===== config.mk =====
export PLATFORM = sky130hd
export DESIGN_NAME = alu_sched
export DESIGN_NICKNAME = d
export VERILOG_FILES = /design/src/rtl/alu_sched.sv
export SDC_FILE = /design/constraint.sdc
export NUM_CORES = 1
export LEC_CHECK = 0
export BUFFER_PORTS_ARGS = -buffer_cell sky130_fd_sc_hd__buf_2
export CAP_MARGIN = 20
export CORE_MARGIN = 4
export CORE_UTILIZATION = 42
export CTS_CLUSTER_DIAMETER = 50
export DETAILED_ROUTE_END_ITERATION = 6
export PLACE_DENSITY = 0.76
export SKIP_CTS_REPAIR_TIMING = 1
export SKIP_LAST_GASP = 1
export SLEW_MARGIN = 20
export SYNTH_ARGS = -nofsm -noshare
export SYNTH_HDL_FRONTEND = slang
export SYNTH_SLANG_ARGS = --single-unit

===== constraint.sdc =====
create_clock -name clk -period 1.7 [get_ports clk]
set_input_delay 0.34 -clock clk [delete_from_list [all_inputs] [get_ports clk]]
set_output_delay 0.34 -clock clk [all_outputs]
set_load 0.01 [all_outputs]

===== src/rtl/alu_sched.sv =====
// alu_sched: round-robin scheduler that shares one registered 8-bit ALU between NREQ requesters.
// Latency: accept at T, ISSUE at T+1, CAPTURE at T+2, resp_valid at T+3 at the earliest; at least 4 cycles per operation.
// Backpressure: holds the response stable while resp_ready is low; no new request is accepted until the response handshake.
module alu_sched #(
   parameter int NREQ = 2,
   parameter int IDW  = (NREQ > 2) ? $clog2(NREQ) : 1
) (
   input  logic                clk,
   input  logic                rst,
   input  logic [NREQ-1:0]     req_valid,
   output logic [NREQ-1:0]     req_ready,
   input  logic [8*NREQ-1:0]   req_a,
   input  logic [8*NREQ-1:0]   req_b,
   input  logic [2*NREQ-1:0]   req_op,
   output logic [7:0]          alu_a,
   output logic [7:0]          alu_b,
   output logic [1:0]          alu_op,
   input  logic [7:0]          alu_out,
   input  logic                alu_carry,
   output logic                resp_valid,
   input  logic                resp_ready,
   output logic [7:0]          resp_data,
   output logic                resp_carry,
   output logic [IDW-1:0]      resp_id,
   output logic                busy,
   output logic [15:0]         done_cnt
);

   typedef enum logic [1:0] {
      IDLE    = 2'd0,
      ISSUE   = 2'd1,
      CAPTURE = 2'd2,
      RESP    = 2'd3
   } state_t;

   state_t          state_q;
   logic [IDW-1:0]  last_q;
   logic [7:0]      a_q, b_q;
   logic [1:0]      op_q;
   logic [IDW-1:0]  id_q;
   logic            rvld_q;
   logic [7:0]      rdata_q;
   logic            rcarry_q;
   logic [15:0]     done_cnt_q;
   logic [15:0]     done_cnt_d;

   logic            grant_vld;
   logic [IDW-1:0]  grant_idx;
   logic [IDW-1:0]  cand;
   logic [7:0]      a_d, b_d;
   logic [1:0]      op_d;

   // Round-robin search: walk the ring starting one past the last winner, first valid wins.
   always_comb begin
      grant_vld = 1'b0;
      grant_idx = '0;
      cand      = last_q;
      for (int k = 0; k < NREQ; k++) begin
         cand = (cand == IDW'(NREQ - 1)) ? '0 : cand + IDW'(1);
         if (!grant_vld && req_valid[cand]) begin
            grant_vld = 1'b1;
            grant_idx = cand;
         end
      end
   end

   // Payload mux for the winning requester.
   always_comb begin
      a_d  = '0;
      b_d  = '0;
      op_d = '0;
      for (int i = 0; i < NREQ; i++) begin
         if (grant_idx == IDW'(i)) begin
            a_d  = req_a[8*i +: 8];
            b_d  = req_b[8*i +: 8];
            op_d = req_op[2*i +: 2];
         end
      end
   end

   // Accept strobe only exists in IDLE and is suppressed while reset is asserted.
   always_comb begin
      req_ready = '0;
      if ((state_q == IDLE) && !rst && grant_vld) begin
         req_ready[grant_idx] = 1'b1;
      end
   end

   assign done_cnt_d = done_cnt_q + 16'd1;

   // Operation sequencer: accept, let the ALU register its result, capture it, then hold the response.
   always_ff @(posedge clk) begin
      if (rst) begin
         state_q    <= IDLE;
         last_q     <= IDW'(NREQ - 1);
         a_q        <= '0;
         b_q        <= '0;
         op_q       <= '0;
         id_q       <= '0;
         rvld_q     <= 1'b0;
         rdata_q    <= '0;
         rcarry_q   <= 1'b0;
         done_cnt_q <= '0;
      end else begin
         case (state_q)
            IDLE: begin
               if (grant_vld) begin
                  a_q     <= a_d;
                  b_q     <= b_d;
                  op_q    <= op_d;
                  id_q    <= grant_idx;
                  last_q  <= grant_idx;
                  state_q <= ISSUE;
               end
            end
            ISSUE: begin
               state_q <= CAPTURE;
            end
            CAPTURE: begin
               rdata_q  <= alu_out;
               rcarry_q <= alu_carry;
               rvld_q   <= 1'b1;
               state_q  <= RESP;
            end
            RESP: begin
               if (resp_ready) begin
                  rvld_q     <= 1'b0;
                  done_cnt_q <= done_cnt_d;
                  state_q    <= IDLE;
               end
            end
            default: begin
               state_q <= IDLE;
            end
         endcase
      end
   end

   assign alu_a      = a_q;
   assign alu_b      = b_q;
   assign alu_op     = op_q;
   assign resp_valid = rvld_q;
   assign resp_data  = rdata_q;
   assign resp_carry = rcarry_q;
   assign resp_id    = id_q;
   assign busy       = (state_q != IDLE);
   assign done_cnt   = done_cnt_q;

endmodule


==> qor.csv <==
metric,value,unit
number of endpoints failing setup at the final stage,0,
hold path cells,3,
number of endpoints with negative hold slack in the final report,0,
end point of the most critical hold path,resp_data[7],
total wirelength of the detailed-routed design,5.25,mm
final slew viol count,0,
launching element type of the critical path,register,
clock sink count,48,
layout cells sized above 1,44.7,%
setup repair after global routing missed its margin,yes,
via count of the first global-routing pass,1915,
most used flip-flop cell after synthesis,sky130_fd_sc_hd__dfxtp_1,
final worst path period need,1670,ps
number of antenna violations at the first check in global routing,0,
buffer depth of the longest clock path,2,
fillers,412,
number of enable-type register cells in the synthesized netlist,0,
slew at the pin closest to its max-slew limit,355,ps
antenna diode instance count,0,
worst path arrival time,1330,ps
Post-DP HPWL,3.94,mm
Skew-Pair Late Insertion Delay,300,ps
root buffer cell,sky130_fd_sc_hd__clkbuf_8,
overflow left after global routing,0,
WL per Instance,12.6,µm
Synth Warn #,0,
# Max-Cap Violations,0,
critical path endpoint category,output port,
first-pass GRT wire length,8.56,mm
std cell rows,25,
post-synthesis sequential area ratio,45.5,%
Die Height,78.9,µm
DRC violation total after the first TritonRoute iteration,54,
Worst VDD drop,891,µV
area of the multi-input gates,1160,µm²
status,finished clean,
storage element area,967,µm²
total global routing track utilization,17.0,%
start-to-end type of the worst setup path,register to output port,
register-to-register path setup slack,90,ps
maximum frequency from static timing analysis,600,MHz
worst-case clock skew,4.33,ps
clock slew seen by the registers of the worst setup and hold paths,90,ps
Gate Count Post-Synth,231,
DRC violations left,0,
static power due to leakage,1.41,nW
starting utilization of the core area,44.2,%
number of clock buffers inserted by TritonCTS,5,
GPL Wtd Cong,0.857,
residual antenna-violating net count after detailed routing,0,
area enclosed by the die boundary,6230,µm²
area added between synthesis and finish,45.8,%
path category of the worst min-delay check,input pin to register,
TritonCTS clock tree,yes,
power density over cell area,1230,nW/µm²
mean area per synthesized cell,9.15,µm²
setup total negative slack,0,ps
worst r2r dst,done_cnt[14],
worst rel slew slack,76.1,%
Total Power Consumption,3.80,mW
startpoint of the most critical hold path,alu_out[7],
Async SR Flop Fraction,0,%
First-pass DRT Iterations,4,
Final Cycle Share,98.1,%
"count of placed standard cells in the final layout, fillers left out",418,
cells on worst reg2reg path,5,
maximum number of pins on one net before global-route repair,37,
instance count after placement with tap cells included,405,
post-synthesis cell type count,34,
number of vias after detailed routing,2039,
data required time of the critical path,1360,ps
Worst R2R Start,done_cnt[0],
depth of the CTS H-tree,2,
net count after synthesis,286,
worst setup slack before clock tree synthesis,27.1,ps
die width,78.9,µm
final-stage net count,405,
total of flip-flops plus latches after synthesis,48,
post-synthesis cell area,2110,µm²
I/O Pins,98,
via-per-instance ratio,4.88,
critical-path maximum fanout,6,
area of the core,4790,µm²
Port Buf Inserts,97,
final worst slack,33.1,ps
-- layout by cell type, fill, tap and decap left out, drive strengths merged --
cell      count
a21oi         8
bufinv        1
or4           1
nor2         47
a31o          2
dfxtp        48
ha            5
nor3          4
mux2i        28
nand2b        1
nand4         4
xor2          2
or2           1
clkinv        1
a21boi        1
mux2          2
or3           2
nor2b         2
a31oi         1
nor4          3
o21ai         4
buf         124
nand3         7
a2bb2oi       1
a22oi         1
nand4b        1
a211oi       19
clkbuf        5
inv           9
and3          1
nand2         7
clkinvlp      1
and2          1
xnor2         6
-- where the power goes --
part | switching, mW | internal (mW)
combinational | 0.766 | 0.722
sequential | 0.127 | 1.36
clock | 0.385 | 0.435
total | 1.28 | 2.52
-- synthesized netlist by cell type (5+ instances only) --
| library cell | instances | share of area (%) |
|---|---|---|
| sky130_fd_sc_hd__mux2i_1 | 28 | 13 |
| sky130_fd_sc_hd__clkbuf_1 | 9 | 1.6 |
| sky130_fd_sc_hd__a211oi_1 | 19 | 6.7 |
| sky130_fd_sc_hd__nand3_1 | 6 | 1.4 |
| sky130_fd_sc_hd__ha_1 | 5 | 3.0 |
| sky130_fd_sc_hd__xnor2_1 | 6 | 2.5 |
| sky130_fd_sc_hd__dfxtp_1 | 48 | 45 |
| sky130_fd_sc_hd__nor2_1 | 47 | 8.3 |
| sky130_fd_sc_hd__inv_1 | 9 | 1.6 |
| sky130_fd_sc_hd__nand2_1 | 7 | 1.2 |
| sky130_fd_sc_hd__a21oi_1 | 8 | 1.9 |
-- worst max-delay path by stage --
stage	from	to	slack, ps	cells after the start
floorplan	state_q[1]	done_cnt[14]	-10	5
global route	state_q[1]	req_ready[0]	-40	6
finish	state_q[1]	req_ready[0]	30	6
CTS	state_q[0]	req_ready[0]	-310	6
global placement	state_q[0]	done_cnt[14]	60	5
detailed placement	state_q[0]	done_cnt[14]	30	5
-- registers in the layout, summed over array words and instances (netlist names), 2 cells and up --
register / cells
alu_a: 8
alu_b: 8
alu_op: 2
done_cnt: 16
resp_data: 8
state_q: 2
-- logic make-up after synthesis --
| kind of cell | count (synthesis) | share of synthesized area, % |
|---|---|---|
| adder cells (fa/ha/maj) | 5 | 2.96 |
| flip-flops | 48 | 45.5 |
| buffers and inverters | 21 | 3.79 |
| XOR/XNOR | 8 | 3.32 |
| AND/OR/NAND/NOR | 82 | 18.3 |
| multiplexers | 30 | 14.3 |
| AO/OA/AOI/OAI | 37 | 11.8 |
-- metal layers --
layer | vias to the layer above | share of wire, % | GRT usage [%] | wire (µm)
met4 | 0 | 1.7 | 6.70 | 87
met2 | 51 | 53 | 31.2 | 2770
met5 | - | 0 | 0 | 0
met1 | 934 | 40 | 19.4 | 2130
li1 | 1046 | - | - | -
met3 | 8 | 5.1 | 3.17 | 267
-- worst max-delay path, stage by stage, from the launching register on --
cell and delay (ps):
sky130_fd_sc_hd__dfxtp_2 350, sky130_fd_sc_hd__buf_6 130, sky130_fd_sc_hd__inv_4 60, sky130_fd_sc_hd__ha_4 170, sky130_fd_sc_hd__o21ai_4 70, sky130_fd_sc_hd__nor3_2 110
sky130_fd_sc_hd__buf_2 150
-- cell type report --
| class | instances | area share [%] |
|---|---|---|
| repair buffers | 124 | 23.4 |
| clock inverters | 3 | 1.38 |
| multi-input cells | 162 | 37.6 |
| well taps | 67 | 2.72 |
| flip-flops and latches | 48 | 31.4 |
| clock buffers | 5 | 2.23 |
| inverters | 9 | 1.26 |
-- per-stage QoR --
stage,hold WS (ps),area (µm²),util [%]
3_3_place_gp,449,2850,59.5
2_1_floorplan,481,2130,-
3_5_place_dp,454,2850,59.5
6_report,269,3080,64.4
4_1_cts,259,2960,61.8
5_1_grt,275,3080,64.4
Note: power is estimated with default switching activity, not from simulation.
